$ cat src/rtl/fetch_ctrl_pkg.sv
// Shared definitions for the IF-stage fetch sequencer: state encoding,
// datapath widths, boot vector and the sequential-PC helper.
package fetch_ctrl_pkg;

  localparam int XLEN   = 32;
  localparam int INST_W = 32;

  localparam logic [XLEN-1:0] DEFAULT_BOOT_ADDR = 32'hBFC0_0000;

  typedef enum logic [1:0] {
    ST_BOOT = 2'd0,
    ST_REQ  = 2'd1,
    ST_WAIT = 2'd2,
    ST_HOLD = 2'd3
  } fetch_state_t;

  // Sequential successor; wraps modulo 2^32.
  function automatic logic [XLEN-1:0] seq_pc(input logic [XLEN-1:0] pc);
    return pc + 32'd4;
  endfunction

endpackage

$ cat src/rtl/fetch_redirect_mux.sv
// Priority select for the PC register load: boot vector, then exception,
// then branch, then the sequential +4 after an accepted delivery.
module fetch_redirect_mux
  import fetch_ctrl_pkg::*;
(
  input  logic            boot,
  input  logic [XLEN-1:0] boot_addr,
  input  logic            exc_valid,
  input  logic [XLEN-1:0] exc_target,
  input  logic            br_valid,
  input  logic [XLEN-1:0] br_target,
  input  logic            seq_en,
  input  logic [XLEN-1:0] pc,
  output logic            redirect,
  output logic            load,
  output logic [XLEN-1:0] next_pc
);

  // Redirects are meaningless in BOOT, so boot masks both redirect sources.
  always_comb begin
    redirect = 1'b0;
    load     = 1'b0;
    next_pc  = seq_pc(pc);
    if (boot) begin
      load    = 1'b1;
      next_pc = boot_addr;
    end else if (exc_valid) begin
      redirect = 1'b1;
      load     = 1'b1;
      next_pc  = exc_target;
    end else if (br_valid) begin
      redirect = 1'b1;
      load     = 1'b1;
      next_pc  = br_target;
    end else if (seq_en) begin
      load = 1'b1;
    end
  end

endmodule

$ cat src/rtl/fetch_ctrl.sv
// fetch_ctrl: IF-stage fetch sequencer, one bus transaction outstanding.
// Define FETCH_ALIGN_CHECK_EN to report misaligned PCs via out_adel.
module fetch_ctrl
  import fetch_ctrl_pkg::*;
#(
  parameter logic [XLEN-1:0] BOOT_ADDR = DEFAULT_BOOT_ADDR
) (
  input  logic              clk,
  input  logic              rst,
  input  logic [XLEN-1:0]   pc_i,
  output logic              pc_en,
  output logic [XLEN-1:0]   next_pc,
  input  logic              exc_valid,
  input  logic [XLEN-1:0]   exc_target,
  input  logic              br_valid,
  input  logic [XLEN-1:0]   br_target,
  output logic              inst_req,
  output logic [XLEN-1:0]   inst_addr,
  input  logic              inst_addr_ok,
  input  logic              inst_data_ok,
  input  logic [INST_W-1:0] inst_rdata,
  output logic              out_valid,
  input  logic              out_ready,
  output logic [XLEN-1:0]   out_pc,
  output logic [INST_W-1:0] out_inst,
  output logic              out_adel,
  output fetch_state_t      state
);

  logic discard;
  logic redirect;
  logic load;
  logic misaligned;
  logic req_accepted;

`ifdef FETCH_ALIGN_CHECK_EN
  assign misaligned = |pc_i[1:0];
`else
  assign misaligned = 1'b0;
`endif

  // Moore-style request: depends only on state and the PC register.
  assign inst_req     = (state == ST_REQ) && !misaligned;
  assign inst_addr    = pc_i;
  assign req_accepted = inst_req && inst_addr_ok;

  fetch_redirect_mux u_redirect_mux (
    .boot       (state == ST_BOOT),
    .boot_addr  (BOOT_ADDR),
    .exc_valid  (exc_valid),
    .exc_target (exc_target),
    .br_valid   (br_valid),
    .br_target  (br_target),
    .seq_en     ((state == ST_HOLD) && out_ready),
    .pc         (pc_i),
    .redirect   (redirect),
    .load       (load),
    .next_pc    (next_pc)
  );

  // BOOT is the reset state, so the load is held off while rst is asserted.
  assign pc_en = load && !rst;

  // ID handshake: an instruction transfers on a cycle where out_valid and
  // out_ready are both high; out_pc/out_inst/out_adel hold while out_valid
  // is high and out_ready is low, and out_valid never depends on out_ready.
  always_ff @(posedge clk) begin
    if (rst) begin
      state     <= ST_BOOT;
      discard   <= 1'b0;
      out_valid <= 1'b0;
      out_pc    <= '0;
      out_inst  <= '0;
      out_adel  <= 1'b0;
    end else begin
      case (state)
        ST_BOOT: state <= ST_REQ;

        ST_REQ: begin
          if (redirect) begin
            // An address already accepted now targets the old PC.
            if (req_accepted) begin
              state   <= ST_WAIT;
              discard <= 1'b1;
            end
`ifdef FETCH_ALIGN_CHECK_EN
          end else if (misaligned) begin
            state     <= ST_HOLD;
            out_valid <= 1'b1;
            out_adel  <= 1'b1;
            out_pc    <= pc_i;
            out_inst  <= '0;
`endif
          end else if (req_accepted) begin
            state <= ST_WAIT;
          end
        end

        ST_WAIT: begin
          if (inst_data_ok) begin
            discard <= 1'b0;
            if (discard || redirect) begin
              state <= ST_REQ;
            end else begin
              state     <= ST_HOLD;
              out_valid <= 1'b1;
              out_adel  <= 1'b0;
              out_pc    <= pc_i;
              out_inst  <= inst_rdata;
            end
          end else if (redirect) begin
            discard <= 1'b1;
          end
        end

        ST_HOLD: begin
          if (redirect || out_ready) begin
            out_valid <= 1'b0;
            state     <= ST_REQ;
          end
        end

        default: state <= ST_BOOT;
      endcase
    end
  end

endmodule

$ cat config.mk
export PLATFORM = sky130hd
export DESIGN_NAME = fetch_ctrl
export DESIGN_NICKNAME = d
export VERILOG_FILES = /design/src/rtl/fetch_ctrl_pkg.sv /design/src/rtl/fetch_redirect_mux.sv /design/src/rtl/fetch_ctrl.sv
export SDC_FILE = /design/constraint.sdc
export NUM_CORES = 1
export LEC_CHECK = 0
export CAP_MARGIN = 0
export CELL_PAD_IN_SITES_DETAIL_PLACEMENT = 0
export CELL_PAD_IN_SITES_GLOBAL_PLACEMENT = 1
export CORE_ASPECT_RATIO = 1.1
export CORE_UTILIZATION = 26
export CTS_CLUSTER_DIAMETER = 100
export CTS_CLUSTER_SIZE = 30
export DETAILED_ROUTE_END_ITERATION = 16
export PLACE_DENSITY = 0.95
export SETUP_SLACK_MARGIN = 0.02
export SLEW_MARGIN = 20
export SYNTH_ARGS = -nofsm -noshare
export SYNTH_HDL_FRONTEND = slang
export SYNTH_SLANG_ARGS = --single-unit
export TNS_END_PERCENT = 30
$ cat constraint.sdc
create_clock -name clk -period 4.8 [get_ports clk]
set_input_delay 0.48 -clock clk [delete_from_list [all_inputs] [get_ports clk]]
set_output_delay 0.48 -clock clk [all_outputs]
set_load 0.005 [all_outputs]
==> metrics.md <==
| Metric | Value |
|---|---|
| Fraction of final layout cells sized beyond drive strength 1 | `5.10%` |
| Sequential-to-total area share from yosys stat | `34.3%` |
| Num CTS Buffers | `9` |
| Gp weighted congestion | `0.788` |
| Initial drt markers | `246` |
| Post-cts resize count | `0` |
| DRC Markers | `1` |
| Required time worst endpoint | `4320 ps` |
| Post-layout utilization of the core | `46.1%` |
| Compound-cell area share of the yosys netlist | `20.2%` |
| Cell chain of the critical path | `clkdlybuf4s50_1 > nand4_4 > nor4_4 > nor3b_2 > o21ai_1 > a21oi_1 > clkdlybuf4s50_1` |
| Per-cell routed wire length | `16.0 um` |
| Most common cell type on the critical path | `clkdlybuf4s50_1` |
| Number of flip-flops and latches in the synthesized netlist | `68` |
| Clock tree from TritonCTS | `done` |
| Failing checks | `design-rule violations` |
| Cell type with the largest total area after synthesis | `dfxtp_1` |
| Setup bufs post-CTS | `0` |
| Max cap viols | `0` |
| Height of the die | `132 um` |
| Number of global-route vias before repair | `4302` |
| Leading post-synthesis cells by cell area | `dfxtp_1 (34%), nand2_1 (14%), a21oi_1 (10%), buf_4 (6.2%), xor2_1 (4.4%)` |
| Final total negative setup slack | `0 ps` |
| Post-placement cell count | `945` |
| Worst clock skew | `5.10 ps` |
| Power density relative to cell area | `266 nW/um2` |
| Die area | `15800 um2` |
| Timing-limited maximum frequency | `0.278 GHz` |
| Buffers on Ports | `267` |
| First-pass iteration count of the detailed router | `13` |
| Largest fanout on the critical path | `11` |
| Period utilisation layout | `75.0%` |
| Antenna violations before repair | `0` |
| Final setup violation count | `0` |
| DR vias | `4524` |
| Synth top area share | `34.3%` |
| Antenna-violating nets left | `0` |
| Result of the run | `complete, but fails checks` |
| Arrival time at the worst endpoint | `3120 ps` |
| Post-synthesis cell area | `3970 um2` |
| CTS H-tree depth | `3` |
| Number of rows created at floorplan | `47` |
| Clk slew on worst S/H paths | `60 ps` |
| Adder-cell share of the synthesized area | `1.89%` |
| Kind of start point of the critical path | `primary input` |
| Count of flip-flops with a built-in enable after synthesis | `0` |
| Net Count, Synth | `685` |
| Root buffer cell | `clkbuf_16` |
| Core region area | `15000 um2` |
| Wire length of the first global-routing pass | `23.5 mm` |
| Number of inserted filler cells in the final layout | `1509` |
| Total inserted antenna cells | `0` |
| DIE WIDTH | `120 um` |
| Detailed placement HPWL | `11.6 mm` |
| Number of vias per cell | `4.71` |
| Share of synthesized area spent on multiplexers | `1.26%` |
| Cells after Synth | `544` |
| Initial standard-cell utilization of the core | `26.5%` |
| Mean post-synth cell area | `7.30 um2` |
| Endpoint type of the worst setup path | `output pin` |
| Largest stage delay, worst path | `660 ps` |
| Shortest period the worst path allows | `3600 ps` |
| Worst ir drop on vdd | `0.204 mV` |
| Class of the most critical setup path | `in2out` |
| Total clock sinks | `68` |
| Dominant combinational cell family by area after synthesis | `simple AND/OR/NAND/NOR gates` |
| Hold buffer count at cts | `0` |
| Signed area change from the synthesized netlist to the final layout | `73.9%` |
| Top_reg_cell synth | `dfxtp_1` |
| Placed Area | `6550 um2` |
| Largest net degree at the start of global routing | `69` |
| Io pins | `269` |
| GRT Resource Usage Total | `19.0%` |
| Slew Limit Headroom | `44.3%` |
| Post-synthesis share of cell area spent on xor and xnor gates | `5.51%` |
| Yosys Warn Count | `0` |
| Post-synthesis async set-or-reset flop share | `0%` |
| Max-slew violations | `0` |
| Clock tree buffer depth | `2` |
| Net count reported at finish | `901` |
| Area of all placed cells without fillers | `6910 um2` |
| Post-Synth Simple-Gate Area | `25.5%` |
| Overflow after GRT | `0` |
| Latest clock arrival within the worst-skew pair | `330 ps` |
| Leakage | `0.00238 uW` |
| Final hold violations | `0` |
| Synth cell types | `48` |
| Library cell contributing the largest single delay on the critical path | `clkdlybuf4s50_1` |
| Final cell count without fillers | `961` |
| Worst slew pin tran | `833 ps` |
| Routed Wire Length | `15.3 mm` |
| Class of the most critical hold timing path | `reg2reg` |
| Unrepaired setup endpoints after global routing | `no` |
[critical path, delay by kind of cell]
family                 cells  cell delay [ps]
AND/OR/NAND/NOR            3             1190
buffers and inverters      2             1180
AO/OA/AOI/OAI              2              260
[logic make-up after synthesis]
family	Yosys count
other	1
and+or+nand+nor	223
adders and majority gates	6
DFF	68
AOI/OAI and AO/OA	135
xor gates and xnor gates	25
buffers and inverters	81
muxes	5
[synthesized netlist by cell type (2+ instances only)]
library cell	count
a2111oi_0	2
a211oi_1	5
a211oi_2	2
a21oi_1	81
a221oi_1	9
a222oi_1	4
a22oi_1	4
and3_1	3
buf_2	10
buf_4	33
clkbuf_1	27
dfxtp_1	68
ha_1	6
inv_1	8
mux2i_1	5
nand2_1	148
nand3_1	16
nand3b_1	3
nand4_1	7
nor2_1	24
nor2b_1	3
nor3_1	4
nor3b_2	2
nor4_1	3
nor4_4	2
o21ai_0	7
o21ai_1	9
o22ai_1	6
xnor2_1	5
xor2_1	20
[area by class of cell]
type                       count  area, um2  share of cell area, %
sequential                    68       1360                   19.7
clock inverter                 5        106                   1.54
timing repair buffer         277       2740                   39.7
inverter                       9       33.8                  0.489
clock buffer                  11        253                   3.66
multi-input combinational    395       2170                   31.4
tap                          196        245                   3.55
[per-layer routing]
metal / vias to the layer above / global-route usage (%) / routed length, um
met5: - / 0 / 0
met4: 0 / 5.56 / 238
met3: 17 / 5.21 / 1250
met2: 181 / 32.8 / 7550
met1: 2073 / 22.7 / 6300
li1: 2253 / - / -
[placed cells by master (no fill, tap or decap), types with 8 or more instances in the layout]
master / count
dfxtp_1: 68
clkdlybuf4s50_1: 266
o21ai_1: 9
nand3_1: 16
a221oi_1: 9
xor2_1: 20
inv_1: 8
nor2_1: 24
buf_4: 10
nand2_1: 147
a21oi_1: 81
clkbuf_16: 9
[final timing paths]
path	depth (start not counted)	slack, ps	from	endpoint
worst max-delay path	7	1200	pc_i[5]	next_pc[17]
worst min-delay path	2	450	out_inst[12]$_SDFFE_PP0P_	out_inst[12]$_SDFFE_PP0P_
worst max register to register	9	2010	state[0]$_SDFFE_PP0P_	out_pc[9]$_SDFFE_PP0P_
worst min register to register	2	450	out_inst[12]$_SDFFE_PP0P_	out_inst[12]$_SDFFE_PP0P_
[per-stage QoR]
| step | hold slack (ps) | total power, uW | worst slack, ps |
|---|---|---|---|
| after floorplan | 453 | 777 | 2610 |
| after global placement | 441 | 1060 | 1240 |
| after detailed placement | 446 | 1060 | 1220 |
| after CTS | 454 | 1860 | 1200 |
| after global routing | 467 | 1910 | 1040 |
| final | 451 | 1840 | 1200 |
[sequential cells by signal (all words and copies together) (netlist names)]
signal and flops:
discard 1, out_inst 32, out_pc 32, out_valid 1, state 2
[report_power, final]
| part | internal, uW | switching (uW) |
|---|---|---|
| logic | 267 | 194 |
| registers | 577 | 8.90 |
| clock network | 538 | 250 |
Note: power is estimated with default switching activity, not from simulation.
